**config.mk**
```make
export PLATFORM = sky130hd
export DESIGN_NAME = mem_stream_reader
export DESIGN_NICKNAME = d
export VERILOG_FILES = /design/src/rtl/mem_stream_reader.sv
export SDC_FILE = /design/constraint.sdc
export NUM_CORES = 1
export LEC_CHECK = 0
export CORE_AREA = 3 3 111 113
export CTS_BUF_LIST = sky130_fd_sc_hd__clkbuf_4 sky130_fd_sc_hd__clkbuf_8 sky130_fd_sc_hd__clkbuf_16
export CTS_CLUSTER_SIZE = 10
export DETAILED_ROUTE_END_ITERATION = 7
export DIE_AREA = 0 0 114 116
export DONT_BUFFER_PORTS = 1
export PLACE_DENSITY = 0.46
export SYNTH_ARGS = -nofsm -noshare
export SYNTH_HDL_FRONTEND = slang
export SYNTH_SLANG_ARGS = --single-unit
export TNS_END_PERCENT = 5
```
**constraint.sdc**
```tcl
create_clock -name clk -period 2.5 [get_ports clk]
set_input_delay 0.5 -clock clk [delete_from_list [all_inputs] [get_ports clk]]
set_output_delay 0.5 -clock clk [all_outputs]
set_load 0.005 [all_outputs]
```
**src/rtl/mem_stream_reader.sv**
```systemverilog
// Streams a contiguous, wrapping address range out of a single-port synchronous RAM
// onto a valid/ready interface, through a 2-entry output buffer with credit-based issue.
module mem_stream_reader #(
    parameter int unsigned WORD_SIZE = 32,
    parameter int unsigned NUM_WORDS = 16,
    parameter int unsigned ADDR_BITS = 4
) (
    input  logic                 clk,
    input  logic                 reset_n,
    input  logic                 start,
    input  logic [ADDR_BITS-1:0] base_addr,
    input  logic [ADDR_BITS:0]   count,
    output logic                 busy,
    output logic                 done,
    output logic                 mem_we,
    output logic [ADDR_BITS-1:0] mem_addr,
    input  logic [WORD_SIZE-1:0] mem_data_out,
    output logic [WORD_SIZE-1:0] out_data,
    output logic                 out_valid,
    input  logic                 out_ready
);
    localparam int unsigned CNT_W = ADDR_BITS + 1;

    typedef enum logic [1:0] {IDLE, READ, DRAIN} state_t;

    state_t               state;
    logic [1:0]           occ;
    logic                 inflight;
    logic [WORD_SIZE-1:0] tail_data;
    logic [CNT_W-1:0]     issue_left;
    logic [CNT_W-1:0]     out_left;
    logic                 pop_c;
    logic                 issue_c;
    logic [ADDR_BITS-1:0] next_addr_c;

    assign mem_we      = 1'b0;
    assign pop_c       = out_valid && out_ready;
    // A slot is free once buffered + in-flight words, net of this cycle's pop, drop below 2.
    assign issue_c     = (state == READ) && ((3'(occ) + 3'(inflight)) < (3'd2 + 3'(pop_c)));
    assign next_addr_c = ADDR_BITS'((32'(mem_addr) + 32'd1) % NUM_WORDS);

    always_ff @(posedge clk or negedge reset_n) begin
        if (!reset_n) begin
            state      <= IDLE;
            mem_addr   <= '0;
            busy       <= 1'b0;
            done       <= 1'b0;
            out_valid  <= 1'b0;
            out_data   <= '0;
            tail_data  <= '0;
            occ        <= 2'd0;
            inflight   <= 1'b0;
            issue_left <= '0;
            out_left   <= '0;
        end else begin
            done     <= 1'b0;
            inflight <= issue_c;

            // Output buffer: out_data is the head entry, tail_data the second entry.
            if (inflight && !pop_c) begin
                if (occ == 2'd0) begin
                    out_data <= mem_data_out;
                end else begin
                    tail_data <= mem_data_out;
                end
                occ       <= occ + 2'd1;
                out_valid <= 1'b1;
            end else if (!inflight && pop_c) begin
                out_data  <= tail_data;
                occ       <= occ - 2'd1;
                out_valid <= (occ == 2'd2);
            end else if (inflight && pop_c) begin
                if (occ == 2'd2) begin
                    out_data  <= tail_data;
                    tail_data <= mem_data_out;
                end else begin
                    out_data <= mem_data_out;
                end
            end

            case (state)
                IDLE: begin
                    if (start) begin
                        if (count != '0) begin
                            mem_addr   <= base_addr;
                            issue_left <= count;
                            out_left   <= count;
                            busy       <= 1'b1;
                            state      <= READ;
                        end else begin
                            done <= 1'b1;
                        end
                    end
                end
                READ: begin
                    if (issue_c) begin
                        mem_addr   <= next_addr_c;
                        issue_left <= issue_left - CNT_W'(1);
                        if (issue_left == CNT_W'(1)) begin
                            state <= DRAIN;
                        end
                    end
                end
                default: begin
                end
            endcase

            if ((state != IDLE) && pop_c) begin
                out_left <= out_left - CNT_W'(1);
                if (out_left == CNT_W'(1)) begin
                    done  <= 1'b1;
                    busy  <= 1'b0;
                    state <= IDLE;
                end
            end
        end
    end
endmodule

```
# Word-level counts from Yosys, hierarchy flattened
# Cells that the tools add are included.
dict set report op_classes {
  add_sub_neg 7
  magnitude_cmp 1
  eq_ne 10
  mux 41
  n_reduce_logical 24
}
# cell count
set ops {}
lappend ops {{$mux 32} 10}
lappend ops {{$mux 5} 5}
lappend ops {{$mux 2} 8}
lappend ops {{$reduce_bool 2->1} 8}
lappend ops {{$mux 1} 12}
lappend ops {{$mux 4} 3}
lappend ops {{$eq 5x1->1 const B} 2}
lappend ops {{$ne 2x2->1 const B} 5}
lappend ops {{$pmux 5 s2} 1}
lappend ops {{$sub 5x1->5 const B} 2}
lappend ops {{$pmux 4 s2} 1}
lappend ops {{$reduce_and 4->1} 2}
lappend ops {{$logic_and 1x1->1} 6}
lappend ops {{$reduce_bool 5->1} 1}
lappend ops {{$add 4x1->4 const B} 1}
lappend ops {{$logic_not 2->1} 2}
lappend ops {{$pmux 2 s2} 1}
lappend ops {{$add 2x1->3} 1}
lappend ops {{$add 2x1->3 const A} 1}
lappend ops {{$lt 3x3->1} 1}
lappend ops {{$reduce_and 3->1} 1}
lappend ops {{$reduce_bool 3->1} 1}
lappend ops {{$add 2x1->2 const B} 1}
lappend ops {{$eq 2x1->1 const B} 1}
lappend ops {{other kinds (5)} 6}
dict set report totals {
  reg_bits 86
  input_bits 45
  out_inout_bits 40
  wordCells 94
}

# Longest topological paths before layout
dict set report depth {
  ltp_word 8
  mapped_depth 8
  ltp_nobuf 7
}

# Least setup slack after synthesis
# OpenSTA, ideal clock, no wires.
dict set report synth_path {
  kind {input port to flip-flop}
  from {input out_ready}
  to {register tail_data[0]}
  setup_time_ns 0.128
  arrival_time_ns 1.830
  required_time_ns 2.372
  path_slack_ns 0.542
  path_stages 7
  path_buffers 2
  cell_sequence {nand2_1 -> ha_1 -> a21oi_1 -> or3_1 -> clkbuf_1 -> buf_2 -> mux2_1}
}
dict set report synth_between {
  elab_chain_len 5
  elab_cells_between_ends 11
  classes_between {2 x eq/ne; 1 x mux; 8 x reduce/logical}
}
# item line_no
set synth_rtl {}
lappend synth_rtl {{start: declaration} 20} ;# input logic out_ready
lappend synth_rtl {{$logic_and 1x1->1 (*)} 37} ;# assign pop_c = out_valid && out_ready;
lappend synth_rtl {{$logic_not 1->1} 60} ;# if (inflight && !pop_c) begin
lappend synth_rtl {{$logic_and 1x1->1} 60}
lappend synth_rtl {{$ne 2x2->1 (no line) or $reduce_bool 2->1 (tied branches)} --}
lappend synth_rtl {{$reduce_and 4->1 (no line)} --}
lappend synth_rtl {{end signal: assignment} 64} ;# tail_data <= mem_data_out;
lappend synth_rtl {{end signal: assignment} 75} ;# tail_data <= mem_data_out;
lappend synth_rtl {{end: declaration} 29} ;# logic [WORD_SIZE-1:0] tail_data;
# Every way passes the cells marked *; elsewhere a longest branch is shown, timed or not.
# A chain may end at the register's enable or synchronous reset.

# Worst setup path after layout
dict set report layout_path {
  from {register out_valid}
  to {register tail_data[27]}
}
dict set report layout_between {
  elab_chain_len 5
  elab_cells_between_ends 11
  classes_between {2 x eq/ne; 1 x mux; 8 x reduce/logical}
}
# item line_no
set layout_rtl {}
lappend layout_rtl {{start: declaration} 19} ;# output logic out_valid,
lappend layout_rtl {{start signal: assignment} 71} ;# out_valid <= (occ == 2'd2);
lappend layout_rtl {{$logic_and 1x1->1 (*)} 37}
lappend layout_rtl {{$logic_not 1->1} 60}
lappend layout_rtl {{$logic_and 1x1->1} 60}
lappend layout_rtl {{$ne 2x2->1 (no line) or $reduce_bool 2->1 (tied branches)} --}
lappend layout_rtl {{$reduce_and 4->1 (no line)} --}
# Marked as above.

==> metrics.md <==
| Metric | Value |
|---|---|
| Worst Tran Pin Value | 0.738 ns |
| Root buf cell | clkbuf_16 |
| Area of the mapped netlist | 0.00400 mm² |
| Port Buffers | 0 |
| Clk buf depth | 2 |
| #FFs+latches synth | 86 |
| DP Area | 0.00418 mm² |
| WL/cell | 16.7 µm |
| Hold crit path type | in2async |
| Syn nets | 402 |
| Gr ovfl total | 0 |
| Core box area | 0.0114 mm² |
| Seq/Total Area, Yosys | 53.8% |
| Synth Area per Inst | 11.6 µm² |
| Worst R2R Path Depth | 6 |
| Kind of critical path | reg2reg |
| Pin count of the biggest net entering global routing | 87 |
| Detailed Route WL | 8240 µm |
| Commonest cells after routing, fill and taps aside | dfrtp_1 (86), nor2_1 (46), a21oi_1 (42) |
| Worst-Skew Late Latency | 0.34 ns |
| Final setup viols | 0 |
| Drc violations | 0 |
| VDD IR max | 0.000539 V |
| Number of max-cap violations | 0 |
| Worst slack at placement | 0.313 ns |
| Total Power | 6.50 mW |
| Initial core utilization | 35.1% |
| First-pass GRT wire length | 13300 µm |
| Clock skew | 0.00643 ns |
| Filler instances | 1157 |
| Status | finished with violations |
| Final net count | 402 |
| Relative slew slack | 50.3% |
| PnR worst setup slack | 0.374 ns |
| CTS Sinks | 86 |
| Initial antenna violation count | 0 |
| Hpwl dp | 5520 µm |
| Num ports | 85 |
| Unrepaired setup endpoints after global routing | false |
| Area grow syn2layout | 12.8% |
| Reg-to-reg startpoint | out_valid$_DFFE_PN0P_ |
| Post-Syn Instances | 346 |
| Reg2Reg Capture Point | tail_data[27]$_DFFE_PN0P_ |
| Worst-path clk slew | 0.07 ns |
| Post-synthesis cell type count | 44 |
| CP max FO | 16 |
| Commonest non-fill, non-tap cell in the layout | dfrtp_1 |
| Final min period | 2.13 ns |
| Cell Rows | 39 |
| Fin. Hold Viols | 86 |
| Cts repair resizes | 0 |
| Startpoint types | register |
| Gr usage total | 13.1% |
| Final std cell area, no fill | 0.00452 mm² |
| Setup TNS | 0 ns |
| WP data required | 2.72 ns |
| Pins Over Slew Limit | 0 |
| Yosys warning count | 0 |
| Total die area | 0.0132 mm² |
| Pwr dens | 1440 mW/mm² |
| Data arrival time of the critical path | 2.34 ns |
| Ant diodes | 0 |
| Htree depth | 3 |
| Setup bufs post-CTS | 0 |
| Hold Slack | -0.149 ns |
| Via density | 5.13 |
| Die H | 116 µm |
| Leakage power | 1.93 nW |
| Failing checks | negative hold slack |
| Reg2Reg Setup Slack | 0.37 ns |
| Final Cycle Share | 85.0% |
| RD Place Congestion | 0.780 |
| Critical path endpoint category | register |
| Max Fclk | 0.470 GHz |
| Via Count | 2535 |
| CTS tree | yes |
| Vias in the first global route | 2494 |
| Final ANT Viol Nets | 0 |
| Total CTS buffers | 9 |
| Die W | 114 µm |
| DRT Pass-1 Iters | 4 |
| First DRT Iteration DRCs | 111 |
| Share of cells above drive strength 1 | 9.97% |
==> critical path: stages, from the launching register on <==
cell	delay, ns
dfrtp_1	0.42
nand2_1	0.15
ha_1	0.32
a21oi_1	0.07
or3_2	0.47
buf_4	0.23
mux2_1	0.34
==> power breakdown <==
| group | internal [mW] | total, mW | switching (mW) |
|---|---|---|---|
| Sequential | 2.11 | 2.64 | 0.531 |
| Combinational | 1.17 | 2.38 | 1.21 |
| Clock | 0.930 | 1.48 | 0.553 |
| Total | 4.21 | 6.50 | 2.29 |
==> per-layer routing <==
metal  up-vias  share of wire [%]  GRT usage, %
met4         0                2.1          6.89
met2        68                 46          19.4
met3        12                8.0          4.60
met5         -                  0             0
met1      1237                 44          16.9
li1       1218                  -             -
==> logic make-up (layout without fill, tap and decap cells) <==
logic type	count (synthesis)	in the layout	synth area share, %
AND/OR/NAND/NOR	79	79	9.47
multiplexers	66	66	17.5
flip-flops	86	86	53.8
buffers and inverters	26	31	3.09
other	1	1	0.0937
XOR/XNOR	6	6	1.31
adder cells (fa/ha/maj)	11	11	3.44
AO/OA/AOI/OAI	71	71	11.3
==> stage by stage <==
stage | util, % | instances
global route | 39.5 | 494
finish | 39.5 | 494
CTS | 39.5 | 494
global placement | 36.6 | 478
detailed placement | 36.6 | 478
floorplan | - | 346
==> worst max-delay path by stage <==
| stage | from | end | slack [ns] | depth (start not counted) |
|---|---|---|---|---|
| after floorplan | out_ready | tail_data[0]$_DFFE_PN0P_ | 0.54 | 7 |
| after global placement | out_ready | tail_data[10]$_DFFE_PN0P_ | 0.37 | 6 |
| after detailed placement | out_ready | tail_data[27]$_DFFE_PN0P_ | 0.31 | 6 |
| after CTS | out_valid$_DFFE_PN0P_ | tail_data[27]$_DFFE_PN0P_ | 0.34 | 6 |
| after global routing | out_valid$_DFFE_PN0P_ | tail_data[17]$_DFFE_PN0P_ | 0.21 | 6 |
| final | out_valid$_DFFE_PN0P_ | tail_data[27]$_DFFE_PN0P_ | 0.37 | 6 |
==> state kept, by name, summed over array words and instances (netlist names) <==
signal      count
busy            1
done            1
inflight        1
issue_left      5
mem_addr        4
occ             2
out_data       32
out_left        5
out_valid       1
state           2
tail_data      32
==> cell type report <==
class	instances	area (µm²)	area share [%]
Sequential cell	86	2150	47.7
Multi-Input combinational cell	234	1750	38.7
Timing Repair Buffer	6	70.1	1.55
Tap cell	143	179	3.96
Inverter	9	33.8	0.748
Clock buffer	11	253	5.60
Clock inverter	5	81.3	1.80
==> synthesized netlist by cell type, drive strengths merged <==
cell	instances	share of area (%)
dfrtp	86	54
nor2	49	4.8
a21oi	43	5.4
mux2	33	9.3
mux2i	33	8.3
ha	11	3.4
clkbuf	9	0.84
inv	9	0.84
buf	8	1.4
nand2	8	0.75
o22ai	7	1.1
nand2b	5	0.78
nor3	5	0.63
o2bb2ai	5	1.1
xnor2	5	1.1
a221o	3	0.75
nor3b	3	0.69
a21o	2	0.38
a22oi	2	0.38
and3	2	0.44
o21a	2	0.56
o21ai	2	0.25
or3	2	0.31
a2111oi	1	0.22
a211o	1	0.22
a211oi	1	0.50
a2bb2oi	1	0.22
conb	1	0.094
nand3b	1	0.19
nor2b	1	0.16
nor4	1	0.16
nor4bb	1	0.25
o211a	1	0.25
or4	1	0.28
xor2	1	0.22
(Power assumes the default switching activity.)
